File: src/rtl/secded_rx_assembler_if.sv
// secded_rx_assembler_if: byte input from uart_rx and the decoded-nibble
// valid/ready output of secded_rx_assembler.
//   slave  - the assembler side
//   master - the environment (uart_rx plus the nibble consumer)
interface secded_rx_assembler_if;
    logic       rx_ready;
    logic [7:0] rx_data;
    logic       out_valid;
    logic       out_ready;
    logic [3:0] out_nibble;
    logic       out_err;

    modport master (
        output rx_ready, rx_data, out_ready,
        input  out_valid, out_nibble, out_err
    );

    modport slave (
        input  rx_ready, rx_data, out_ready,
        output out_valid, out_nibble, out_err
    );
endinterface

File: src/rtl/secded_rx_assembler.sv
// secded_rx_assembler: SECDED(8,4) decode of each received byte, nibble FIFO
// behind valid/ready, message framing with inter-byte timeout, and saturating
// corrected/uncorrectable error counters.
//
// Code byte layout (Hamming positions 1..7 in bits 0..6, overall parity in 7):
//   bit: 7  6  5  4  3  2  1  0
//        p0 d3 d2 d1 p4 d0 p2 p1
//
// Optional build macro SECDED_RX_ERR_DROP_EN: double-error bytes are counted
// but never written to the FIFO, and out_err is tied to 0.
module secded_rx_assembler #(
    parameter int DEPTH          = 16,
    parameter int AW             = 4,
    parameter int MSG_GROUPS     = 13,
    parameter int TIMEOUT_CYCLES = 8680,
    parameter int CNT_W          = 8
) (
    input  logic                 clk,
    input  logic                 rst,
    secded_rx_assembler_if.slave bus,
    input  logic                 clear,
    output logic [AW:0]          fifo_count,
    output logic                 overflow,
    output logic [CNT_W-1:0]     single_cnt,
    output logic [CNT_W-1:0]     double_cnt,
    output logic [7:0]           group_cnt,
    output logic                 frame_done,
    output logic                 frame_abort
);

    localparam int TW = $clog2(TIMEOUT_CYCLES) + 1;

    typedef enum logic [1:0] {IDLE, RECV, DONE} state_t;

    // ---------------------------------------------------------------
    // Input capture: one register stage between uart_rx and the decoder
    // ---------------------------------------------------------------
    logic [7:0] code_q;
    logic       byte_q;

    // Latch the code byte on each rx_ready strobe; byte_q marks the write cycle.
    always_ff @(posedge clk) begin
        if (rst) begin
            code_q <= '0;
            byte_q <= 1'b0;
        end else begin
            byte_q <= bus.rx_ready;
            if (bus.rx_ready) code_q <= bus.rx_data;
        end
    end

    // ---------------------------------------------------------------
    // SECDED decode
    // ---------------------------------------------------------------
    logic [2:0] syn;
    logic       par;
    logic [7:0] fixed;
    logic       dec_single;
    logic       dec_double;
    logic [3:0] dec_nib;

    // Syndrome points at the flipped Hamming position; odd overall parity
    // means one bit flipped (possibly p0 itself, syndrome 0), even parity with
    // a nonzero syndrome means two bits flipped.
    always_comb begin
        syn[0]     = code_q[0] ^ code_q[2] ^ code_q[4] ^ code_q[6];
        syn[1]     = code_q[1] ^ code_q[2] ^ code_q[5] ^ code_q[6];
        syn[2]     = code_q[3] ^ code_q[4] ^ code_q[5] ^ code_q[6];
        par        = ^code_q;
        fixed      = code_q;
        dec_single = par;
        dec_double = !par && (syn != 3'd0);
        if (par && (syn != 3'd0))
            fixed[6:0] = code_q[6:0] ^ (7'd1 << (syn - 3'd1));
        dec_nib    = {fixed[6], fixed[5], fixed[4], fixed[2]};
    end

    // ---------------------------------------------------------------
    // FIFO
    // ---------------------------------------------------------------
    logic [4:0]    mem [DEPTH];
    logic [AW-1:0] wr_ptr;
    logic [AW-1:0] rd_ptr;
    logic          push_req;
    logic          push_ok;
    logic          pop;
    logic          full;

`ifdef SECDED_RX_ERR_DROP_EN
    assign push_req = byte_q && !dec_double;
`else
    assign push_req = byte_q;
`endif

    assign full          = (fifo_count == (AW+1)'(DEPTH));
    assign bus.out_valid = (fifo_count != '0);
    assign pop           = bus.out_valid && bus.out_ready;
    // A full FIFO can still take a write when the head leaves in the same cycle.
    assign push_ok       = push_req && (!full || pop);

    // Head is gated so the outputs read 0 while empty (memory has no reset).
    assign bus.out_nibble = bus.out_valid ? mem[rd_ptr][3:0] : 4'd0;
`ifdef SECDED_RX_ERR_DROP_EN
    assign bus.out_err    = 1'b0;
`else
    assign bus.out_err    = bus.out_valid ? mem[rd_ptr][4] : 1'b0;
`endif

    // Storage write; entry is {err, nibble}.
    always_ff @(posedge clk) begin
        if (push_ok) mem[wr_ptr] <= {dec_double, dec_nib};
    end

    // Pointers wrap naturally (DEPTH == 2**AW); count tracks occupancy.
    always_ff @(posedge clk) begin
        if (rst) begin
            wr_ptr     <= '0;
            rd_ptr     <= '0;
            fifo_count <= '0;
        end else begin
            if (push_ok) wr_ptr <= wr_ptr + AW'(1);
            if (pop)     rd_ptr <= rd_ptr + AW'(1);
            case ({push_ok, pop})
                2'b10:   fifo_count <= fifo_count + (AW+1)'(1);
                2'b01:   fifo_count <= fifo_count - (AW+1)'(1);
                default: fifo_count <= fifo_count;
            endcase
        end
    end

    // ---------------------------------------------------------------
    // Error counters and sticky overflow; clear beats a concurrent event
    // ---------------------------------------------------------------
    always_ff @(posedge clk) begin
        if (rst || clear) begin
            single_cnt <= '0;
            double_cnt <= '0;
            overflow   <= 1'b0;
        end else begin
            if (byte_q && dec_single && (single_cnt != '1))
                single_cnt <= single_cnt + CNT_W'(1);
            if (byte_q && dec_double && (double_cnt != '1))
                double_cnt <= double_cnt + CNT_W'(1);
            if (push_req && full && !pop)
                overflow <= 1'b1;
        end
    end

    // ---------------------------------------------------------------
    // Framing FSM
    // ---------------------------------------------------------------
    state_t        state_q, state_d;
    logic [TW-1:0] timer_q, timer_d;
    logic [7:0]    group_d;
    logic          abort_d;

    // State, group counter, timer and the registered abort pulse.
    always_ff @(posedge clk) begin
        if (rst) begin
            state_q     <= IDLE;
            timer_q     <= '0;
            group_cnt   <= '0;
            frame_abort <= 1'b0;
        end else begin
            state_q     <= state_d;
            timer_q     <= timer_d;
            group_cnt   <= group_d;
            frame_abort <= abort_d;
        end
    end

    // Next state: bytes advance the frame, silence in RECV runs the timer.
    always_comb begin
        state_d    = state_q;
        group_d    = group_cnt;
        timer_d    = '0;
        abort_d    = 1'b0;
        frame_done = 1'b0;
        case (state_q)
            IDLE: begin
                if (byte_q) begin
                    group_d = 8'd1;
                    state_d = (MSG_GROUPS == 1) ? DONE : RECV;
                end
            end
            RECV: begin
                if (byte_q) begin
                    group_d = group_cnt + 8'd1;
                    if (group_d == 8'(MSG_GROUPS)) state_d = DONE;
                end else if (timer_q == TW'(TIMEOUT_CYCLES - 1)) begin
                    state_d = IDLE;
                    abort_d = 1'b1;
                    group_d = 8'd0;
                end else begin
                    timer_d = (timer_q == '1) ? timer_q : timer_q + TW'(1);
                end
            end
            DONE: begin
                frame_done = 1'b1;
                group_d    = 8'd0;
                state_d    = IDLE;
                // A byte landing in the DONE cycle opens the next frame.
                if (byte_q) begin
                    group_d = 8'd1;
                    state_d = (MSG_GROUPS == 1) ? DONE : RECV;
                end
            end
            default: begin
                state_d = IDLE;
                group_d = 8'd0;
            end
        endcase
    end

endmodule

File: src/flat_wrapper.sv
// flat-port wrapper written by rule: the top's interface ports become plain ports
module secded_rx_assembler_flat 
#(
    parameter int DEPTH          = 16,
    parameter int AW             = 4,
    parameter int MSG_GROUPS     = 13,
    parameter int TIMEOUT_CYCLES = 8680,
    parameter int CNT_W          = 8
)
  (clk, rst, clear, fifo_count, overflow, single_cnt, double_cnt, group_cnt, frame_done, frame_abort, bus_rx_ready, bus_rx_data, bus_out_ready, bus_out_valid, bus_out_nibble, bus_out_err);
  secded_rx_assembler_if bus_i ();
  input  logic clk;
  input  logic rst;
  input  logic clear;
  output logic [AW:0] fifo_count;
  output logic overflow;
  output logic [CNT_W-1:0] single_cnt;
  output logic [CNT_W-1:0] double_cnt;
  output logic [7:0] group_cnt;
  output logic frame_done;
  output logic frame_abort;
  input wire logic [$bits(bus_i.rx_ready)-1:0] bus_rx_ready;
  input wire logic [$bits(bus_i.rx_data)-1:0] bus_rx_data;
  input wire logic [$bits(bus_i.out_ready)-1:0] bus_out_ready;
  output wire logic [$bits(bus_i.out_valid)-1:0] bus_out_valid;
  output wire logic [$bits(bus_i.out_nibble)-1:0] bus_out_nibble;
  output wire logic [$bits(bus_i.out_err)-1:0] bus_out_err;
  assign bus_i.rx_ready = bus_rx_ready;
  assign bus_i.rx_data = bus_rx_data;
  assign bus_i.out_ready = bus_out_ready;
  assign bus_out_valid = bus_i.out_valid;
  assign bus_out_nibble = bus_i.out_nibble;
  assign bus_out_err = bus_i.out_err;
  secded_rx_assembler #(.DEPTH(DEPTH), .AW(AW), .MSG_GROUPS(MSG_GROUPS), .TIMEOUT_CYCLES(TIMEOUT_CYCLES), .CNT_W(CNT_W)) u_core (.clk(clk), .rst(rst), .bus(bus_i), .clear(clear), .fifo_count(fifo_count), .overflow(overflow), .single_cnt(single_cnt), .double_cnt(double_cnt), .group_cnt(group_cnt), .frame_done(frame_done), .frame_abort(frame_abort));
endmodule
File: config.mk
export PLATFORM = sky130hd
export DESIGN_NAME = secded_rx_assembler_flat
export DESIGN_NICKNAME = d
export VERILOG_FILES = /design/src/rtl/secded_rx_assembler_if.sv /design/src/rtl/secded_rx_assembler.sv /design/src/flat_wrapper.sv
export SDC_FILE = /design/constraint.sdc
export NUM_CORES = 1
export LEC_CHECK = 0
export BUFFER_PORTS_ARGS = -buffer_cell sky130_fd_sc_hd__clkbuf_2
export CORE_MARGIN = 2
export CORE_UTILIZATION = 27
export DETAILED_ROUTE_END_ITERATION = 7
export HOLD_SLACK_MARGIN = 0.08
export PLACE_DENSITY = 0.48
export SYNTH_ARGS = -nofsm -noshare
export SYNTH_HDL_FRONTEND = slang
export SYNTH_SLANG_ARGS = --single-unit
export TNS_END_PERCENT = 10
File: constraint.sdc
create_clock -name clk -period 5.7 [get_ports clk]
set_clock_uncertainty 0.05 [all_clocks]
set_input_delay 0.855 -clock clk [delete_from_list [all_inputs] [get_ports clk]]
set_output_delay 0.855 -clock clk [all_outputs]
set_load 0.02 [all_outputs]
* Yosys cells after proc, flatten, opt, wreduce, memory -nomap -nowiden
Memory sizes are Yosys's and may differ from the RTL's. A register that Yosys moved wholly into a read port is not among the register bits.
Cells that the tools add are included.
W data, S select, Z words.
** Word-level totals
- RAM bits :: 80
- Memories kept :: 1
- Logic and storage cells :: 92
- Bits in registers :: 65
** Operators by class
- Add/sub/neg operators :: 9
- Reductions and logical operators :: 24
- Equality and inequality tests :: 13
- Shift-type cells :: 1
- Bitwise logic cells :: 11
- Mux-type cells :: 21
** Memories
- u_core.mem :: words 16, bits a word 5, rd ports 1, clocked after memory_dff 1, wr ports 1, RTL line secded_rx_assembler.sv:81 : logic [4:0] mem [DEPTH];
** Operators with widths (count)
- $add A8 B1 Y8 const B :: 3
- $mux W8 :: 3
- $pmux W8 S3 :: 1
- $ne A8 B8 Y1 const B :: 2
- $add A15 B1 Y15 const B :: 1
- $eq A15 B14 Y1 const B :: 1
- $eq A15 B15 Y1 const B :: 1
- $mux W4 :: 3
- $logic_and A1 B1 Y1 :: 10
- $pmux W5 S2 :: 1
- $xor A1 B1 Y1 :: 9
- $add A4 B1 Y4 const B :: 2
- $eq A8 B4 Y1 const B :: 1
- $mux W2 :: 4
- $reduce_xor A8 Y1 :: 1
- $mux W1 :: 7
- $mux W7 :: 1
- $shl A1 B3 Y7 const A :: 1
- $xor A7 B7 Y7 :: 1
- $pmux W2 S3 :: 1
- $add A5 B1 Y5 const B :: 1
- $eq A5 B5 Y1 const B :: 1
- $reduce_bool A5 Y1 :: 1
- $sub A5 B1 Y5 const B :: 1
- 16 further kinds :: 21

* Logic depth before layout (Yosys ltp)
Gate-level depths: netlist of run 1.
- Word-level depth :: 7
- Mapped depth :: 16
- Gate-level depth less buffers :: 13

* Worst setup path after synthesis of run 1
Ideal clock, no wire load.
- Path type :: reg-to-reg
- From :: reg u_core.fifo_count[1]
- To :: reg u_core.fifo_count[2]
- Arrival :: 2.813 ns
- Clock period less this slack :: 2.933 ns
- Setup slack :: 2.767 ns
- Required time :: 5.580 ns
- Path buffers :: 3
- Stages on the path, launching flop included :: 14
- Library setup time :: 0.070 ns
- Cells stage by stage :: dfxtp_1 -> clkbuf_1 -> nor4_1 -> nor2b_1 -> nor2b_1 -> clkbuf_1 -> ha_1 -> clkbuf_1 -> xor2_1 -> ha_1 -> a21oi_1 -> xor2_1 -> or3_1 -> a21oi_1
** On the way
- Word-level cells in the longest chain between the ends :: 6
** Ends and longest elaborated chain
- start, declared :: RTL line secded_rx_assembler.sv:22 : output logic [AW:0] fifo_count,
- start signal, assigned :: RTL line secded_rx_assembler.sv:124 : 2'b10: fifo_count <= fifo_count + (AW+1)'(1);
- start signal, assigned :: RTL line secded_rx_assembler.sv:125 : 2'b01: fifo_count <= fifo_count - (AW+1)'(1);
- start signal, assigned :: RTL line secded_rx_assembler.sv:126 : default: fifo_count <= fifo_count;
- $reduce_bool A5 Y1 * :: RTL line secded_rx_assembler.sv:96 : assign bus.out_valid = (fifo_count != '0);
- $logic_and A1 B1 Y1 * :: RTL line secded_rx_assembler.sv:97 : assign pop = bus.out_valid && bus.out_ready;
- via u_core.pop :: RTL line secded_rx_assembler.sv:86 : logic pop;
- $logic_or A1 B1 Y1 :: RTL line secded_rx_assembler.sv:99 : assign push_ok = push_req && (!full || pop);
- $logic_and A1 B1 Y1 :: RTL line secded_rx_assembler.sv:99
- $eq A2 B1 Y1 / $eq A2 B2 Y1 (equally long branches) :: RTL line secded_rx_assembler.sv:123 : case ({push_ok, pop})
- $pmux W5 S2 / $reduce_bool A2 Y1 (equally long branches)
Mark *: on every way through the listed nets, which the timed path passes. The rest lies on a longest branch.
A chain may end at the register's enable or synchronous reset.

==> summary.txt, run 1 <==
Status
  – Outcome: complete, no violations

Synthesis
  – Asr flop ratio synth: 0%
  – Yosys cell types: 52
  – Synth Register Bits: ~150
  – Register area share after synthesis: 56.8%
  – Avg Inst Size Synth: 12.2 um2
  – Syn_nets: 570
  – Cells after Synth: ~540
  – Post-synth top flop: edfxtp_1
  – Number of synthesized flops with an enable pin: 80
  – Synth Cell Area: approximately 6700 um2
  – Synthesis warning total: 0

Routing
  – Drt first-iter violations: between 200 and 300
  – First-pass DRT Iterations: 4
  – Via count: about 4.2k
  – # DRC: 0
  – Wire per inst: roughly 15 um
  – Overall routed net length: roughly 14,000 um
  – Vias per cell: ~4.6
  – ANT nets after route: 0

Setup path
  – Reg2Reg Depth: 10
  – Reg2reg setup slack: 2490 ps
  – Critical Path RT: between 4000 and 5000 ps
  – Worst Path Max Fanout: 20
  – Crit start category: register
  – Worst Path Arrival: 2650 ps
  – Worst r2r src: u_core.fifo_count[3]
  – Worst reg2reg path endpoint: u_core.fifo_count[2]
  – Crit. End Element: output pin
  – CP Class: register to output pin

STA
  – Maximum clock rate: ~0.28 GHz
  – Post-route setup TNS: 0 ps
  – Pins Over Slew Limit: 0
  – Final Critical Period: about 3600 ps
  – Worst-margin pin slew: 961 ps
  – Relative slew slack: between 30% and 40%
  – Fin crit share: 62.4%
  – Final setup violation count: 0
  – RSZ-0062 raised after global routing: no
  – Final hold viol count: 0

Die
  – I/O Pins: approximately 50
  – Initial core utilization: a little over a quarter
  – Die W: 161 um
  – # rows: 57
  – Core area: 24,200 um2
  – Die area: 25,900 um2
  – Die Span Y: approximately 160 um

Pwr
  – Power Internal: between 0.002 and 0.0025 W
  – Sw power: 0.000852 W
  – Pwr/cell area: about 370 nW/um2
  – Sw Ratio: between 20% and 30%
  – Seq pwr share: a little over two fifths
  – Clock network power share: between 30% and 40%
  – Comb pwr share: about a fifth
  – Peak supply drop: ~0.19 mV
  – Leakage power: 2.70 nW

Clock network
  – Post-CTS Hold Buffers: 0
  – CTS Sinks: 149
  – CTS tree: yes
  – Clock edge transition at the registers on the reported setup and hold paths: 60 ps
  – H-tree depth: 4
  – Clk_lat worst skew: between 400 and 500 ps
  – Setup Fix Bufs, Post-CTS: 0
  – CTS buffer count: 17
  – CTS Buffer Depth: 2
  – Root buf cell: clkbuf_16
  – CTS resizes: 0

Worst hold path
  – Worst min-delay path category: register to register
  – HP Start: u_core.overflow
  – Hold Path End: u_core.overflow
  – Hold depth: 2

Global route
  – Initial antenna violation count: 0
  – First-pass GRT wire length: roughly 23,000 um
  – GRT Overall Usage: 11.5%
  – Grt ovf: 0
  – Largest net degree at the start of global routing: 37
  – Vias in the first global route: between 4k and 5k

Finish
  – Nets: 618
  – Share of post-route cells with drive strength above 1: between 20% and 30%
  – Final cell count without fillers: slightly above 900
  – Synth-to-layout area growth: 16.9%
  – Fillers: 2,453
  – N_diodes: 0

Flow run
  – MaxCap Viol Count: 0

Placement
  – Gp weighted congestion: about 0.75
  – Post-DP HPWL: between 9000 and 10,000 um
  – Placed cell count: 897
  – Port Buf Inserts: 50
layout make-up:
cell class | instances | area, um2 | share of cell area [%]
Timing Repair Buffer | 54 | 280 | 3.60
Clock inverter | 13 | 104 | 1.33
Multi-Input combinational cell | 357 | 2720 | 34.9
Clock buffer | 19 | 443 | 5.69
Tap cell | 324 | 405 | 5.21
Sequential cell | 149 | 3780 | 48.6
Inverter | 13 | 48.8 | 0.627
metrics by stage:
step                utilization, %  cell area [um2]  total power, W  hold WS, ps  setup slack, ps
floorplan                        -             6660         0.00171          401             2770
global placement              29.8             7240         0.00187          418             2570
detailed placement            29.8             7240         0.00188          421             2540
CTS                           32.1             7780         0.00291          436             2090
global route                  32.1             7780         0.00301          475             1990
finish                        32.1             7780         0.00287          423             2140
synth_stat cells (all sizes together) (2+ instances only):
cell    count  share of area [%]
buf         8               0.66
or4         2               0.23
a31oi       7               0.66
a21oi      18                1.4
o21ai      16                1.2
a41o        2               0.30
xnor2      31                4.9
nor4        5               0.75
nor3       13                1.1
mux4       25                8.5
nor2b      13                1.2
nor2       82                4.6
nand3b      4               0.45
xor2       19                2.7
or3         6               0.56
clkbuf     17               0.96
inv        13               0.73
nand2      29                1.6
a211oi      3               0.34
ha         13                2.4
nand4       7               0.66
and3        4               0.38
o31ai       2               0.23
or2         4               0.38
nand3      22                1.7
mux2i      13                2.0
nand2b      3               0.39
edfxtp     80                 36
dfxtp      69                 21
a22oi       2               0.23
power groups by stage:
stage	clock network, W	registers [W]	logic, W
finish	0.00103	0.00124	0.000604
global route	0.00110	0.00125	0.000664
CTS	0.00105	0.00124	0.000616
detailed placement	0	0.00127	0.000614
global placement	0	0.00126	0.000607
floorplan	0	0.00126	0.000454
placed cells by master, fill, tap and decap left out, types with 22 or more instances in the layout:
cell type	count
edfxtp_1	80
clkbuf_2	50
nand3_1	22
nor2_1	82
xnor2_1	27
nand2_1	29
mux4_2	25
dfxtp_1	69
logic make-up (layout without fill, tap and decap cells):
group / after synthesis / after routing / share of synthesized area (%)
mux: 39 / 39 / 10.6
simple gates: 198 / 198 / 14.7
flops: 149 / 149 / 56.8
xor+xnor: 50 / 50 / 7.59
compound gates: 57 / 57 / 5.53
buf+inv: 38 / 99 / 2.35
fa+ha+maj: 13 / 13 / 2.44
worst max-delay path: stages (launching register included):
cell and delay [ps]:
dfxtp_1 950, mux4_2 420, mux4_2 480, nor2b_1 170
clkbuf_2 200
registers in the layout, indices dropped and copies added (netlist names), named ones only:
name,flops
u_core.mem,80
u_core.timer_q,15
u_core.code_q,8
u_core.double_cnt,8
u_core.group_cnt,8
u_core.single_cnt,8
u_core.fifo_count,5
u_core.rd_ptr,4
u_core.wr_ptr,4
u_core.state_q,2
u_core.byte_q,1
u_core.frame_abort,1
u_core.overflow,1
metal layers:
layer | track usage, % | up-vias | part of all wire [%]
met1 | 14.5 | 2080 | 46
met3 | 4.67 | 17 | 6.3
met4 | 3.77 | 0 | 1.3
met2 | 18.0 | 72 | 47
li1 | - | 2066 | -
met5 | 0 | - | 0
how the worst max path moves through the flow:
| stage | startpoint | to | slack [ps] |
|---|---|---|---|
| 5_1_grt | register | bus_out_nibble[2] | 1990 |
| 2_1_floorplan | u_core.fifo_count[1] | u_core.fifo_count[2] | 2770 |
| 3_3_place_gp | register | bus_out_nibble[1] | 2570 |
| 3_5_place_dp | u_core.fifo_count[3] | u_core.fifo_count[2] | 2540 |
| 4_1_cts | register | bus_out_nibble[1] | 2090 |
| 6_report | register | bus_out_err | 2140 |
Note: power is estimated with default switching activity, not from simulation.
==> run 2: changes to the inputs <==
Clock period 5.7 ns to 3.3 ns, I/O delays scaled along.
==> run 2 against run 1 <==
- clock-buffer cell count shrank 1
- wire length grew 2.5%
- power grew 76%
- die area is the same
- first-iteration DRC count shrank 25%
- final cell count grew 0.86%
- critical path depth grew 1
- sequential share of layout area shrank 0.36 points
- largest power group unchanged
- global-route usage grew 0.18 points
- sequential cell count is the same
==> summary.txt, run 2 (synthesis gave the netlist of run 1 again) <==
Status
  – Outcome: complete, no violations (unchanged)

STA
  – RSZ-0062 raised after global routing: no (unchanged)
  – Post-route setup TNS: 0 ps (unchanged)
  – Final setup violation count: 0 (unchanged)
  – Worst setup margin: 263 ps (was 2140 ps)
  – Worst-margin pin slew: 857 ps (was 961 ps)
  – Fin crit share: between 90% and 100%
  – Pins Over Slew Limit: 0 (unchanged)
  – Final hold viol count: 0 (unchanged)
  – Maximum clock rate: approximately 0.33 GHz
  – Final Critical Period: ~3000 ps
  – Relative slew slack: 42.5% (was 35.9%)

Clock network
  – Root buf cell: clkbuf_16 (unchanged)
  – CTS Buffer Depth: 2 (unchanged)
  – Clock edge transition at the registers on the reported setup and hold paths: 60 ps (about the same)
  – CTS tree: yes (unchanged)
  – Clk_lat worst skew: 420 ps (was 430 ps)
  – H-tree depth: 4 (unchanged)
  – Setup Fix Bufs, Post-CTS: 0 (unchanged)
  – CTS Sinks: 149 (unchanged)
  – CTS buffer count: 17 (unchanged)
  – CTS resizes: 0 (unchanged)
  – Post-CTS Hold Buffers: 0 (unchanged)

Setup path
  – Reg2reg setup slack: 470 ps (was 2490 ps)
  – Slowest cell on crit path: mux4_2 (was dfxtp_1)
  – Top delay family on crit path: multiplexers (was flip-flops)
  – Cell mode on critical path: mux4_2 (unchanged)
  – Reg2Reg Depth: 13 (was 10)
  – Worst reg2reg path endpoint: u_core.fifo_count[4] (was u_core.fifo_count[2])
  – Worst Path Max Fanout: 20 (unchanged)
  – Worst r2r src: u_core.fifo_count[0] (was u_core.fifo_count[3])
  – Slowest stage delay, CP: 600 ps (was 950 ps)
  – Critical Path RT: 2750 ps (was 4800 ps)
  – Worst Path Arrival: 2490 ps (was 2650 ps)
  – CP Class: register to output pin (unchanged)
  – Crit. End Element: output pin (unchanged)
  – Crit start category: register (unchanged)
  – CP cell instances: buf_4 > mux4_2 > mux4_2 > nor2b_1 > clkbuf_2 (was mux4_2 > mux4_2 > nor2b_1 > clkbuf_2)
  – Number of buffers and inverters on the critical path: 2 (was 1)

Pwr
  – Pwr/cell area: 644 nW/um2 (was 369 nW/um2)
  – Peak supply drop: 0.329 mV (was 0.188 mV)
  – Leakage power: 2.75 nW (was 2.70 nW)

Die
  – Die W: 161 um (unchanged)
  – Die area: 25,900 um2 (unchanged)
  – I/O Pins: 51 (unchanged)
  – Initial core utilization: 27.5% (unchanged)
  – Die Span Y: 161 um (unchanged)
  – # rows: 57 (unchanged)
  – Core area: 24,200 um2 (unchanged)

Routing
  – ANT nets after route: 0 (unchanged)
  – # DRC: 0 (unchanged)
  – Drt first-iter violations: 216 (was 287)
  – Vias per cell: 4.57 (was 4.56)
  – Via count: 4,284 (was 4,235)
  – First-pass DRT Iterations: 5 (was 4)
  – Overall routed net length: 14,500 um (was 14,100 um)
  – Wire per inst: 15.4 um (was 15.2 um)

Finish
  – Most common cell after layout, fill and taps aside: nor2_1 (unchanged)
  – Largest registers: u_core.mem: 80 flops, u_core.timer_q: 15 flops (unchanged)
  – Number of flip-flops in the largest register: 80 (unchanged)
  – Share of post-route cells with drive strength above 1: 21.4% (was 21.5%)
  – Most frequent cells in the layout: nor2_1 (82), edfxtp_1 (80), dfxtp_1 (69) (unchanged)
  – Reg with most FFs: u_core.mem (unchanged)
  – Nets: 626 (was 618)
  – Fillers: 2,483 (was 2,453)
  – Synth-to-layout area growth: 17.8% (was 16.9%)
  – N_diodes: 0 (unchanged)

Placement
  – Dpl ws: 473 ps (was 2540 ps)
  – Port Buf Inserts: 50 (unchanged)
  – Gp weighted congestion: 0.748 (was 0.753)
  – Post-DP HPWL: 9910 um (was 9850 um)

Global route
  – GRT Overall Usage: 11.7% (was 11.5%)
  – Vias in the first global route: 4,359 (was 4,274)
  – First-pass GRT wire length: 23,400 um (was 22,900 um)
  – Largest net degree at the start of global routing: 36 (was 37)
  – Grt ovf: 0 (unchanged)
  – Initial antenna violation count: 0 (unchanged)

Worst hold path
  – Hold depth: 3 (was 2)
  – Worst min-delay path category: input pin to register (was register to register)
  – HP Start: bus_rx_data[1] (was u_core.overflow)
  – Hold Path End: u_core.code_q[1] (was u_core.overflow)

Flow run
  – MaxCap Viol Count: 0 (unchanged)
run 2: per-stage QoR:
step | cells | hold WS [ps] | instance area (um2) | power (W) | utilization (%)
after floorplan | 544 | 401 | 6660 | 0.00295 | -
after global placement | 905 | 436 | 7300 | 0.00326 | 30.1
after detailed placement | 905 | 442 | 7300 | 0.00330 | 30.1
after CTS | 937 | 249 | 7840 | 0.00512 | 32.3
after global routing | 937 | 266 | 7840 | 0.00531 | 32.3
final | 937 | 264 | 7840 | 0.00505 | 32.3
run 2: worst min-delay path: stages:
cell and delay (ps):
clkbuf_2 80, mux2i_1 50, nor2_1 70
run 2: report_power, final:
part           total (W)  switching (W)  internal [W]
clock network    0.00181       0.000724       0.00109
registers        0.00213      0.0000749       0.00206
logic            0.00110       0.000633      0.000469
total            0.00505        0.00143       0.00362
run 2: layout make-up:
type	count	area (um2)	area share, %
Clock buffer	18	429	5.47
Timing Repair Buffer	62	340	4.34
Tap cell	324	405	5.17
Sequential cell	149	3780	48.3
Inverter	13	48.8	0.622
Clock inverter	14	116	1.48
Multi-Input combinational cell	357	2720	34.7
run 2: routing by layer:
metal	vias up	part of all wire (%)	GRT usage, %
met3	16	4.7	3.65
met4	0	1.3	3.90
met1	2107	47	15.1
li1	2081	-	-
met5	-	0	0
met2	80	47	18.7
run 2: worst max path at each step:
stage                     slack, ps                   end  cells past startpoint                 start
final                           260     bus_out_nibble[1]                      5              register
after global routing             90  u_core.fifo_count[4]                     13  u_core.fifo_count[3]
after CTS                       190     bus_out_nibble[0]                      5              register
after detailed placement        470  u_core.fifo_count[4]                     13  u_core.fifo_count[0]
after global placement          550  u_core.fifo_count[4]                     13  u_core.fifo_count[3]
after floorplan                 370  u_core.fifo_count[2]                     13  u_core.fifo_count[1]
==> run 3: changes to the inputs <==
Settings changed: REMOVE_ABC_BUFFERS set to 1.
==> run 3 against run 2 <==
- cell area grew 1.0%
- sequential cell count is the same
- register-to-register slack is essentially flat
- wire length shrank 1.7%
- sequential share of layout area shrank 0.48 points
==> summary.txt, run 3 (synthesis gave the netlist of run 1 again) <==
Status
  – Outcome: complete, no violations (unchanged)

Setup path
  – CP Capture Point: bus_out_nibble[3] (was bus_out_nibble[1])
  – Crit. End Element: output pin (unchanged)
  – Worst Path Max Fanout: 20 (unchanged)
  – CP cell instances: buf_4 > mux4_2 > mux4_2 > nor2b_1 > clkbuf_2 (unchanged)
  – Cell mode on critical path: mux4_2 (unchanged)
  – Reg2reg setup slack: 480 ps (was 470 ps)
  – Worst Path Arrival: 2500 ps (was 2490 ps)
  – Worst r2r src: u_core.fifo_count[2] (was u_core.fifo_count[0])
  – Reg2Reg Depth: 10 (was 13)
  – CP Class: register to output pin (unchanged)
  – Worst reg2reg path endpoint: u_core.fifo_count[2] (was u_core.fifo_count[4])
  – Critical Path RT: 2750 ps (about the same)
  – Slowest stage delay, CP: 610 ps (was 600 ps)
  – Crit start category: register (unchanged)
  – Slowest cell on crit path: mux4_2 (unchanged)

Finish
  – FF/Latch Area: 3780 um2 (unchanged)
  – Most common cell after layout, fill and taps aside: nor2_1 (unchanged)
  – Share of post-route cells with drive strength above 1: 22.7% (was 21.4%)
  – Largest registers: u_core.mem: 80 flops, u_core.timer_q: 15 flops (unchanged)
  – Reg with most FFs: u_core.mem (unchanged)
  – Most frequent cells in the layout: nor2_1 (82), edfxtp_1 (80), dfxtp_1 (69) (unchanged)
  – Number of flip-flops in the largest register: 80 (unchanged)
  – Nets: 625 (was 626)
  – Synth-to-layout area growth: 19.0% (was 17.8%)
  – Multi-input logic area: 2720 um2 (unchanged)
  – N_diodes: 0 (unchanged)
  – Fillers: 2,442 (was 2,483)
  – Final cell count without fillers: 936 (was 937)

STA
  – Maximum clock rate: 0.329 GHz (about the same)
  – Final Critical Period: 3040 ps (about the same)
  – Pins Over Slew Limit: 0 (unchanged)
  – Fin crit share: 92.2% (was 92.0%)
  – Final hold viol count: 0 (unchanged)
  – Post-route setup TNS: 0 ps (unchanged)
  – Worst-margin pin slew: 1250 ps (was 857 ps)
  – RSZ-0062 raised after global routing: no (unchanged)
  – Final setup violation count: 0 (unchanged)
  – Relative slew slack: 16.2% (was 42.5%)

Pwr
  – Leakage power: 2.77 nW (was 2.75 nW)
  – Peak supply drop: 0.340 mV (was 0.329 mV)
  – Pwr/cell area: 665 nW/um2 (was 644 nW/um2)

Flow run
  – MaxCap Viol Count: 0 (unchanged)

Global route
  – Largest net degree at the start of global routing: 28 (was 36)
  – Initial antenna violation count: 0 (unchanged)
  – First-pass GRT wire length: 22,900 um (was 23,400 um)
  – Grt ovf: 0 (unchanged)
  – GRT Overall Usage: 11.5% (was 11.7%)
  – Vias in the first global route: 4,191 (was 4,359)

Clock network
  – Setup Fix Bufs, Post-CTS: 0 (unchanged)
  – CTS resizes: 0 (unchanged)
  – CTS tree: yes (unchanged)
  – H-tree depth: 4 (unchanged)
  – Root buf cell: clkbuf_16 (unchanged)
  – CTS Sinks: 149 (unchanged)
  – Clock edge transition at the registers on the reported setup and hold paths: 60 ps (about the same)
  – CTS buffer count: 17 (unchanged)
  – Post-CTS Hold Buffers: 0 (unchanged)
  – CTS Buffer Depth: 2 (unchanged)
  – Clk_lat worst skew: 430 ps (was 420 ps)

Placement
  – Post-DP HPWL: 9850 um (was 9910 um)
  – Gp weighted congestion: 0.827 (was 0.748)
  – Placed cell count: 904 (was 905)
  – Port Buf Inserts: 50 (unchanged)

Worst hold path
  – Worst min-delay path category: input pin to register (unchanged)
  – HP Start: bus_rx_data[1] (unchanged)

Die
  – Die W: 161 um (unchanged)
  – Initial core utilization: 27.5% (unchanged)
  – Die Span Y: 161 um (unchanged)
  – I/O Pins: 51 (unchanged)
  – Core area: 24,200 um2 (unchanged)
  – # rows: 57 (unchanged)
  – Die area: 25,900 um2 (unchanged)

Routing
  – First-pass DRT Iterations: 4 (was 5)
  – ANT nets after route: 0 (unchanged)
  – Via count: 4,265 (was 4,284)
  – Vias per cell: 4.56 (was 4.57)
  – # DRC: 0 (unchanged)
  – Wire per inst: 15.2 um (was 15.4 um)
  – Overall routed net length: 14,200 um (was 14,500 um)
  – Drt first-iter violations: 195 (was 216)
run 3: cell types whose count changed in the layout (fill, tap and decap cells not counted), sizes merged:
cell	change
buf	-1
bufinv	+2
clkbuf	-1
clkinv	-5
clkinvlp	+4
run 3: layer usage:
layer | up-vias | wire length, um | GRT usage, % | share of wire (%)
met5 | - | 0 | 0 | 0
li1 | 2076 | - | - | -
met2 | 77 | 6760 | 18.7 | 48
met1 | 2090 | 6660 | 14.9 | 47
met4 | 0 | 258 | 4.59 | 1.8
met3 | 22 | 549 | 2.77 | 3.9
run 3: how the worst min path moves through the flow:
stage	slack, ps	end	cells after the start
floorplan	400	u_core.timer_q[14]	2
global placement	440	u_core.double_cnt[1]	2
detailed placement	430	u_core.timer_q[14]	2
CTS	250	u_core.code_q[1]	3
global route	250	u_core.code_q[1]	3
finish	270	u_core.code_q[1]	3
run 3: worst max-delay path: cells and delay by family, from the launching register on:
kind	cells	cell delay, ps
muxes	2	1080
DFF	1	310
and+or+nand+nor	1	140
buffers and inverters	2	510
run 3: metrics by stage:
stage	total power [W]	worst slack (ps)	util (%)	area (um2)	hold slack, ps
final	0.00527	258	32.7	7920	269
after floorplan	0.00292	496	-	6550	401
after CTS	0.00533	208	32.7	7920	247
after global routing	0.00550	133	32.7	7920	253
after global placement	0.00324	591	30.1	7290	438
after detailed placement	0.00327	539	30.1	7290	434
run 3: cell type report:
type	instances	area share [%]
Sequential cell	149	47.8
Multi-Input combinational cell	357	34.3
Clock buffer	17	5.37
Tap cell	324	5.12
Timing Repair Buffer	61	4.20
Clock inverter	15	2.61
Inverter	13	0.616
run 3: where the power goes:
| group | switching [W] | internal [W] |
|---|---|---|
| Combinational | 0.000614 | 0.000466 |
| Sequential | 0.0000717 | 0.00206 |
| Clock | 0.000790 | 0.00127 |
